## src/rtl/apb_regbank_completer.sv

```systemverilog
// APB completer with a small byte-strobed register bank, programmable wait states
// and error responses for misaligned, out-of-range and read-only-write accesses.
module apb_regbank_completer #(
  parameter int          ADDR_WIDTH = 32,
  parameter int          DATA_WIDTH = 32,
  parameter int          STRB_WIDTH = DATA_WIDTH / 8,
  parameter int          NUM_REGS   = 8,
  parameter logic [31:0] ID_VALUE   = 32'hA5B0_0001
) (
  input  logic                  pclk,
  input  logic                  preset,
  input  logic                  psel,
  input  logic                  penable,
  input  logic                  pwrite,
  input  logic [ADDR_WIDTH-1:0] paddr,
  input  logic [DATA_WIDTH-1:0] pwdata,
  input  logic [STRB_WIDTH-1:0] pstrb,
  input  logic [2:0]            pprot,
  output logic [DATA_WIDTH-1:0] prdata,
  output logic                  pready,
  output logic                  pslverr
);

  localparam int IW = $clog2(NUM_REGS);
  localparam logic [ADDR_WIDTH-1:0] ADDR_LIMIT = ADDR_WIDTH'(NUM_REGS * 4);

  localparam logic [0:0] IDLE   = 1'b0;
  localparam logic [0:0] ACCESS = 1'b1;

  logic [0:0]            state_reg;
  logic [3:0]            cnt_reg;
  logic [IW-1:0]         idx_reg;
  logic                  write_reg;
  logic [DATA_WIDTH-1:0] wdata_reg;
  logic [STRB_WIDTH-1:0] strb_reg;
  logic                  err_reg;
  logic [DATA_WIDTH-1:0] prdata_reg;

  logic [DATA_WIDTH-1:0] word_rd [NUM_REGS];
  logic [IW-1:0]         idx;
  logic                  setup;
  logic                  req_err;
  logic                  complete;
  logic                  commit;
  logic                  unused_pprot;

  assign unused_pprot = ^pprot;

  assign idx     = paddr[IW+1:2];
  assign setup   = psel & ~penable;
  assign req_err = (paddr[1:0] != 2'b00) | (paddr >= ADDR_LIMIT) |
                   (pwrite & (idx == IW'(1)));

  assign complete = (state_reg == ACCESS) & psel & penable & (cnt_reg == 4'd0);
  // Errored writes complete with a response but never touch the bank.
  assign commit   = complete & write_reg & ~err_reg;

  assign pready  = complete;
  assign pslverr = complete & err_reg;
  assign prdata  = prdata_reg;

  genvar gi;
  generate
    for (gi = 0; gi < NUM_REGS; gi++) begin : g_reg
      if (gi == 0) begin : g_wait
        logic [3:0] wait_reg;
        always_ff @(posedge pclk) begin
          if (preset)
            wait_reg <= 4'd0;
          else if (commit && idx_reg == IW'(gi) && strb_reg[0])
            wait_reg <= wdata_reg[3:0];
        end
        assign word_rd[gi] = {{(DATA_WIDTH-4){1'b0}}, wait_reg};
      end else if (gi == 1) begin : g_id
        assign word_rd[gi] = ID_VALUE;
      end else begin : g_scratch
        logic [DATA_WIDTH-1:0] scratch_reg;
        always_ff @(posedge pclk) begin
          if (preset)
            scratch_reg <= '0;
          else if (commit && idx_reg == IW'(gi)) begin
            for (int k = 0; k < STRB_WIDTH; k++)
              if (strb_reg[k])
                scratch_reg[8*k +: 8] <= wdata_reg[8*k +: 8];
          end
        end
        assign word_rd[gi] = scratch_reg;
      end
    end
  endgenerate

  always_ff @(posedge pclk) begin
    if (preset) begin
      state_reg  <= IDLE;
      cnt_reg    <= 4'd0;
      idx_reg    <= '0;
      write_reg  <= 1'b0;
      wdata_reg  <= '0;
      strb_reg   <= '0;
      err_reg    <= 1'b0;
      prdata_reg <= '0;
    end else begin
      case (state_reg)
        IDLE: begin
          // penable without a preceding setup phase is ignored here.
          if (setup) begin
            state_reg  <= ACCESS;
            idx_reg    <= idx;
            write_reg  <= pwrite;
            wdata_reg  <= pwdata;
            strb_reg   <= pstrb;
            err_reg    <= req_err;
            cnt_reg    <= word_rd[0][3:0];
            prdata_reg <= (!pwrite && !req_err) ? word_rd[idx] : '0;
          end
        end
        ACCESS: begin
          if (!psel) begin
            state_reg  <= IDLE;
            prdata_reg <= '0;
          end else if (penable) begin
            if (cnt_reg != 4'd0) begin
              cnt_reg <= cnt_reg - 4'd1;
            end else begin
              state_reg  <= IDLE;
              prdata_reg <= '0;
            end
          end
        end
        default: begin
          state_reg  <= IDLE;
          prdata_reg <= '0;
        end
      endcase
    end
  end

endmodule

```

## config.mk

```make
export PLATFORM = sky130hd
export DESIGN_NAME = apb_regbank_completer
export DESIGN_NICKNAME = d
export VERILOG_FILES = /design/src/rtl/apb_regbank_completer.sv
export SDC_FILE = /design/constraint.sdc
export NUM_CORES = 1
export LEC_CHECK = 0
export CAP_MARGIN = 20
export CORE_MARGIN = 3
export CORE_UTILIZATION = 38
export DETAILED_ROUTE_END_ITERATION = 6
export PLACE_DENSITY_LB_ADDON = 0.12
export SLEW_MARGIN = 20
export SYNTH_ARGS = -nofsm -noshare
export SYNTH_HDL_FRONTEND = slang
export SYNTH_SLANG_ARGS = --single-unit
```

## constraint.sdc

```tcl
create_clock -name pclk -period 2.4 [get_ports pclk]
set_input_delay 0.24 -clock pclk [delete_from_list [all_inputs] [get_ports pclk]]
set_output_delay 0.24 -clock pclk [all_outputs]
set_load 0.005 [all_outputs]
```

==> results list <==
- Status: finished, final reports clean
* Via/cell ratio: 5.25
* Category of the most critical setup path: reg2reg
- DIE AREA: 0.0326 mm²
* Hold-fix buffers, CTS: 0
* Final hold violation count: 0
- Final Core Density: 48.2%
- DPL Wire Length: 18.4 mm
- In the routed design, unresolved DRC markers number 0.
- Starting utilization of the core area: 38.8%
- The number of global-route vias before repair came to 8544.
- The synthesized design contains 0 enable-type register cells.
- Summing all non-filler instances in the final layout gives an area of 0.0144 mm².
- Endpoint of the worst-slack reg-to-reg timing path: g_reg[7].g_scratch.scratch_reg[15]
- Placement Cell Area: 0.0134 mm²
- Counting every net in the synthesized netlist gives 1242.
- For the worst setup path, the data arrival time is 2.69 ns.
- Adding up every negative setup slack in the final design gives 0 ns.
- Most frequent cells in the layout: 273 x sky130_fd_sc_hd__dfxtp_1, 221 x sky130_fd_sc_hd__mux2i_1, 211 x sky130_fd_sc_hd__nor2_1
- Synthesis inferred 274 register bits.
* Slack of the worst reg-to-reg path: 0.13 ns
- For the worst flop-to-flop path, the logic depth is 8.
* Antenna Violating Nets Remaining: 0
- Maximum Capacitance Violations: 0
* Highest clock frequency the design can meet: around 440 MHz
- Die Height: 181 µm
- The max-slew violation total from the final report is 0.
- In this run the tightest slew margin relative to its limit is 47.5%.
* Die Span X: around 180 µm
- Post-CTS clock slew at the launch and capture registers of the worst setup and hold paths: ~0.06 ns
* Initial drt markers: 591
- Global placement routability congestion: 0.750
- Wires add up to 30.1 mm.
- Max Fanout on Critical Path: 11
* DRT Pass-1 Iters: 5
- Maximum VDD drop: 0.000602 V
- Setup crit end kind: flop
- In this run, CTS created clock tree buffers numbering 30.
* Distinct cells, synth: 38
- Final critical-path share of the clock period: ~94%
- Total via count after detailed routing: between 8k and 9k
- Routed length per instance: 17.9 µm
* Antenna diode count: 0
* Worst clock skew: 0.0124 ns
- Post-layout power: 0.00978 W
* Path category of the worst min-delay check: in2reg
- Yosys printed 0 warnings.
* Sinks on Clock Net: between 200 and 300
- Netlist area before placement: 0.0116 mm²
* Synthesized area divided by synthesized cell count: 9.96 µm²
* # H-tree levels: 1
- Setup repair after global routing left no endpoint under its margin.
- Clk buf depth: 3
- Reg-to-reg critical path startpoint: cnt_reg[1]
* Number of cell rows: 63
- In this run the tool buffered the top-level ports with 106 buffer cells.
- Dividing total power by cell area gives a power density of 680 mW/mm².
- Entering global routing, the biggest net connects 109 pins.
- Final setup viols: 0
- The first global-routing pass estimated 48.2 mm of wire.
- Setup slack on the critical path of the routed design comes to 0.132 ns.
* Placeable Area: 0.0299 mm²
- In the global route stage, overall resource usage came out at between 10% and 20%.
- Post-Place Setup Slack: roughly 0.18 ns
* Leakage power summed over all cells: 6.34 nW
* Clock tree from TritonCTS: done
* Post-synthesis instance total: 1164
- For this run, the leading register cell type out of synthesis is sky130_fd_sc_hd__dfxtp_1.
* Async set-or-reset flop fraction in the synthesized netlist: 0%
- STA classifies the critical path startpoint as a flop.
- Max reg flops: 192
- Tracing the worst setup path back leads to its startpoint at cnt_reg[1].
* Initial antenna violation count: 0
- Net count, final: between 1k and 1.5k
* Fin crit period: 2.27 ns
- Cell at the root of the clock tree: sky130_fd_sc_hd__clkbuf_16
- At the pin with the least slew margin, the transition time is 0.786 ns.
* Portion of the post-synthesis area used by sequential elements: 47.3%
- The library cell used most frequently in the layout, excluding fill and tap cells, is sky130_fd_sc_hd__dfxtp_1.
- The clock reaches the later pin of the worst-skew pair after 0.55 ns.
- Timing endpoint of the critical path: g_reg[7].g_scratch.scratch_reg[15]
- Of the cells placed in the final design, the portion with a size suffix greater than 1 is roughly 13%.
* Syn-to-layout area delta: 24.2%
- After global routing the overflow that remains totals 0.
* Required time worst endpoint: 2.82 ns
- Number of top-level pins: 110
-- per-stage QoR --
stage / hold WS (ns) / std cells
2_1_floorplan: 0.376 / 1164
3_3_place_gp: 0.451 / 1626
3_5_place_dp: 0.457 / 1626
4_1_cts: 0.0446 / 1682
5_1_grt: 0.0671 / 1685
6_report: 0.0641 / 1685
-- synthesized netlist by cell type, types with 2 or more instances --
| cell | instances | area, µm² |
|---|---|---|
| sky130_fd_sc_hd__and4b_1 | 10 | 100 |
| sky130_fd_sc_hd__nand4_1 | 24 | 150 |
| sky130_fd_sc_hd__inv_1 | 5 | 18.8 |
| sky130_fd_sc_hd__dfxtp_1 | 274 | 5490 |
| sky130_fd_sc_hd__o22ai_1 | 2 | 12.5 |
| sky130_fd_sc_hd__mux2i_1 | 221 | 2210 |
| sky130_fd_sc_hd__ha_1 | 2 | 25.0 |
| sky130_fd_sc_hd__o21ai_0 | 30 | 150 |
| sky130_fd_sc_hd__nor4_4 | 4 | 85.1 |
| sky130_fd_sc_hd__clkbuf_1 | 72 | 270 |
| sky130_fd_sc_hd__nand3_1 | 24 | 120 |
| sky130_fd_sc_hd__buf_2 | 15 | 75.1 |
| sky130_fd_sc_hd__a22o_1 | 21 | 184 |
| sky130_fd_sc_hd__nand2_1 | 92 | 345 |
| sky130_fd_sc_hd__mux2_2 | 5 | 56.3 |
| sky130_fd_sc_hd__a21oi_1 | 55 | 275 |
| sky130_fd_sc_hd__and3_1 | 2 | 12.5 |
| sky130_fd_sc_hd__nand4b_1 | 3 | 26.3 |
| sky130_fd_sc_hd__nor4bb_1 | 8 | 80.1 |
| sky130_fd_sc_hd__nor2_1 | 211 | 792 |
| sky130_fd_sc_hd__nor3b_1 | 3 | 22.5 |
| sky130_fd_sc_hd__a32o_1 | 11 | 110 |
| sky130_fd_sc_hd__nor4_1 | 9 | 56.3 |
| sky130_fd_sc_hd__nor2b_1 | 2 | 12.5 |
| sky130_fd_sc_hd__mux4_2 | 32 | 721 |
| sky130_fd_sc_hd__buf_1 | 3 | 11.3 |
| sky130_fd_sc_hd__nor4b_1 | 2 | 17.5 |
| sky130_fd_sc_hd__nor3_1 | 4 | 20.0 |
| sky130_fd_sc_hd__o31ai_1 | 7 | 52.6 |
| sky130_fd_sc_hd__or4_1 | 3 | 22.5 |
-- per-layer routing --
layer  global-route usage [%]  routed length [µm]  part of all wire [%]  up-vias
li1                         -                   -                     -     4352
met5                        0                   0                     0        -
met3                     2.58                1190                   4.0       34
met2                     28.9               13600                    45      166
met4                     3.72                 410                   1.4        0
met1                     25.8               14900                    49     4293
-- cells by family (layout without fill, tap and decap cells) --
kind of cell,after synthesis,count (layout),share of synthesized area [%]
and+or+nand+nor,406,406,16.5
buffers and inverters,96,227,3.34
muxes,258,258,25.8
adders and majority gates,2,2,0.216
AOI/OAI and AO/OA,128,128,6.89
DFF,274,274,47.3
-- layout make-up --
cell class	count	area [µm²]
Clock inverter	8	65.1
Multi-Input combinational cell	794	5760
Tap cell	390	488
Sequential cell	274	5490
Timing Repair Buffer	167	1650
Clock buffer	47	926
Fill cell	2803	15500
Inverter	5	18.8
-- what timing repair did --
action | 4_1_cts | 5_1_grt
endpoints found under the setup margin | 2 | 5
setup buffers | 1 | 3
pin swaps | 0 | 1
gates cloned | 0 | 0
resized for setup | 2 | 5
-- critical path, stage by stage, from the launching register on --
cell and delay [ns]:
sky130_fd_sc_hd__dfxtp_1 0.34, sky130_fd_sc_hd__inv_1 0.08, sky130_fd_sc_hd__ha_1 0.16, sky130_fd_sc_hd__or3b_4 0.40, sky130_fd_sc_hd__buf_6 0.18, sky130_fd_sc_hd__or4_1 0.53, sky130_fd_sc_hd__buf_4 0.21, sky130_fd_sc_hd__mux2i_1 0.18
sky130_fd_sc_hd__nor2_1 0.05
-- worst min-delay path by stage --
stage | from | to | cells past startpoint
6_report | preset | g_reg[4].g_scratch.scratch_reg[22] | 2
5_1_grt | preset | g_reg[2].g_scratch.scratch_reg[22] | 2
4_1_cts | preset | g_reg[4].g_scratch.scratch_reg[22] | 2
3_5_place_dp | prdata[20] | prdata[20] | 1
3_3_place_gp | prdata[20] | prdata[20] | 1
2_1_floorplan | pwrite | write_reg | 2
-- report_power, final --
| part | switching (W) | leakage (nW) | internal [W] |
|---|---|---|---|
| clock network | 0.00182 | 0.496 | 0.00273 |
| registers | 0.0000739 | 2.21 | 0.00458 |
| logic | 0.000318 | 3.63 | 0.000253 |
| total | 0.00221 | 6.34 | 0.00757 |
Power figures use the tool's default switching activity.
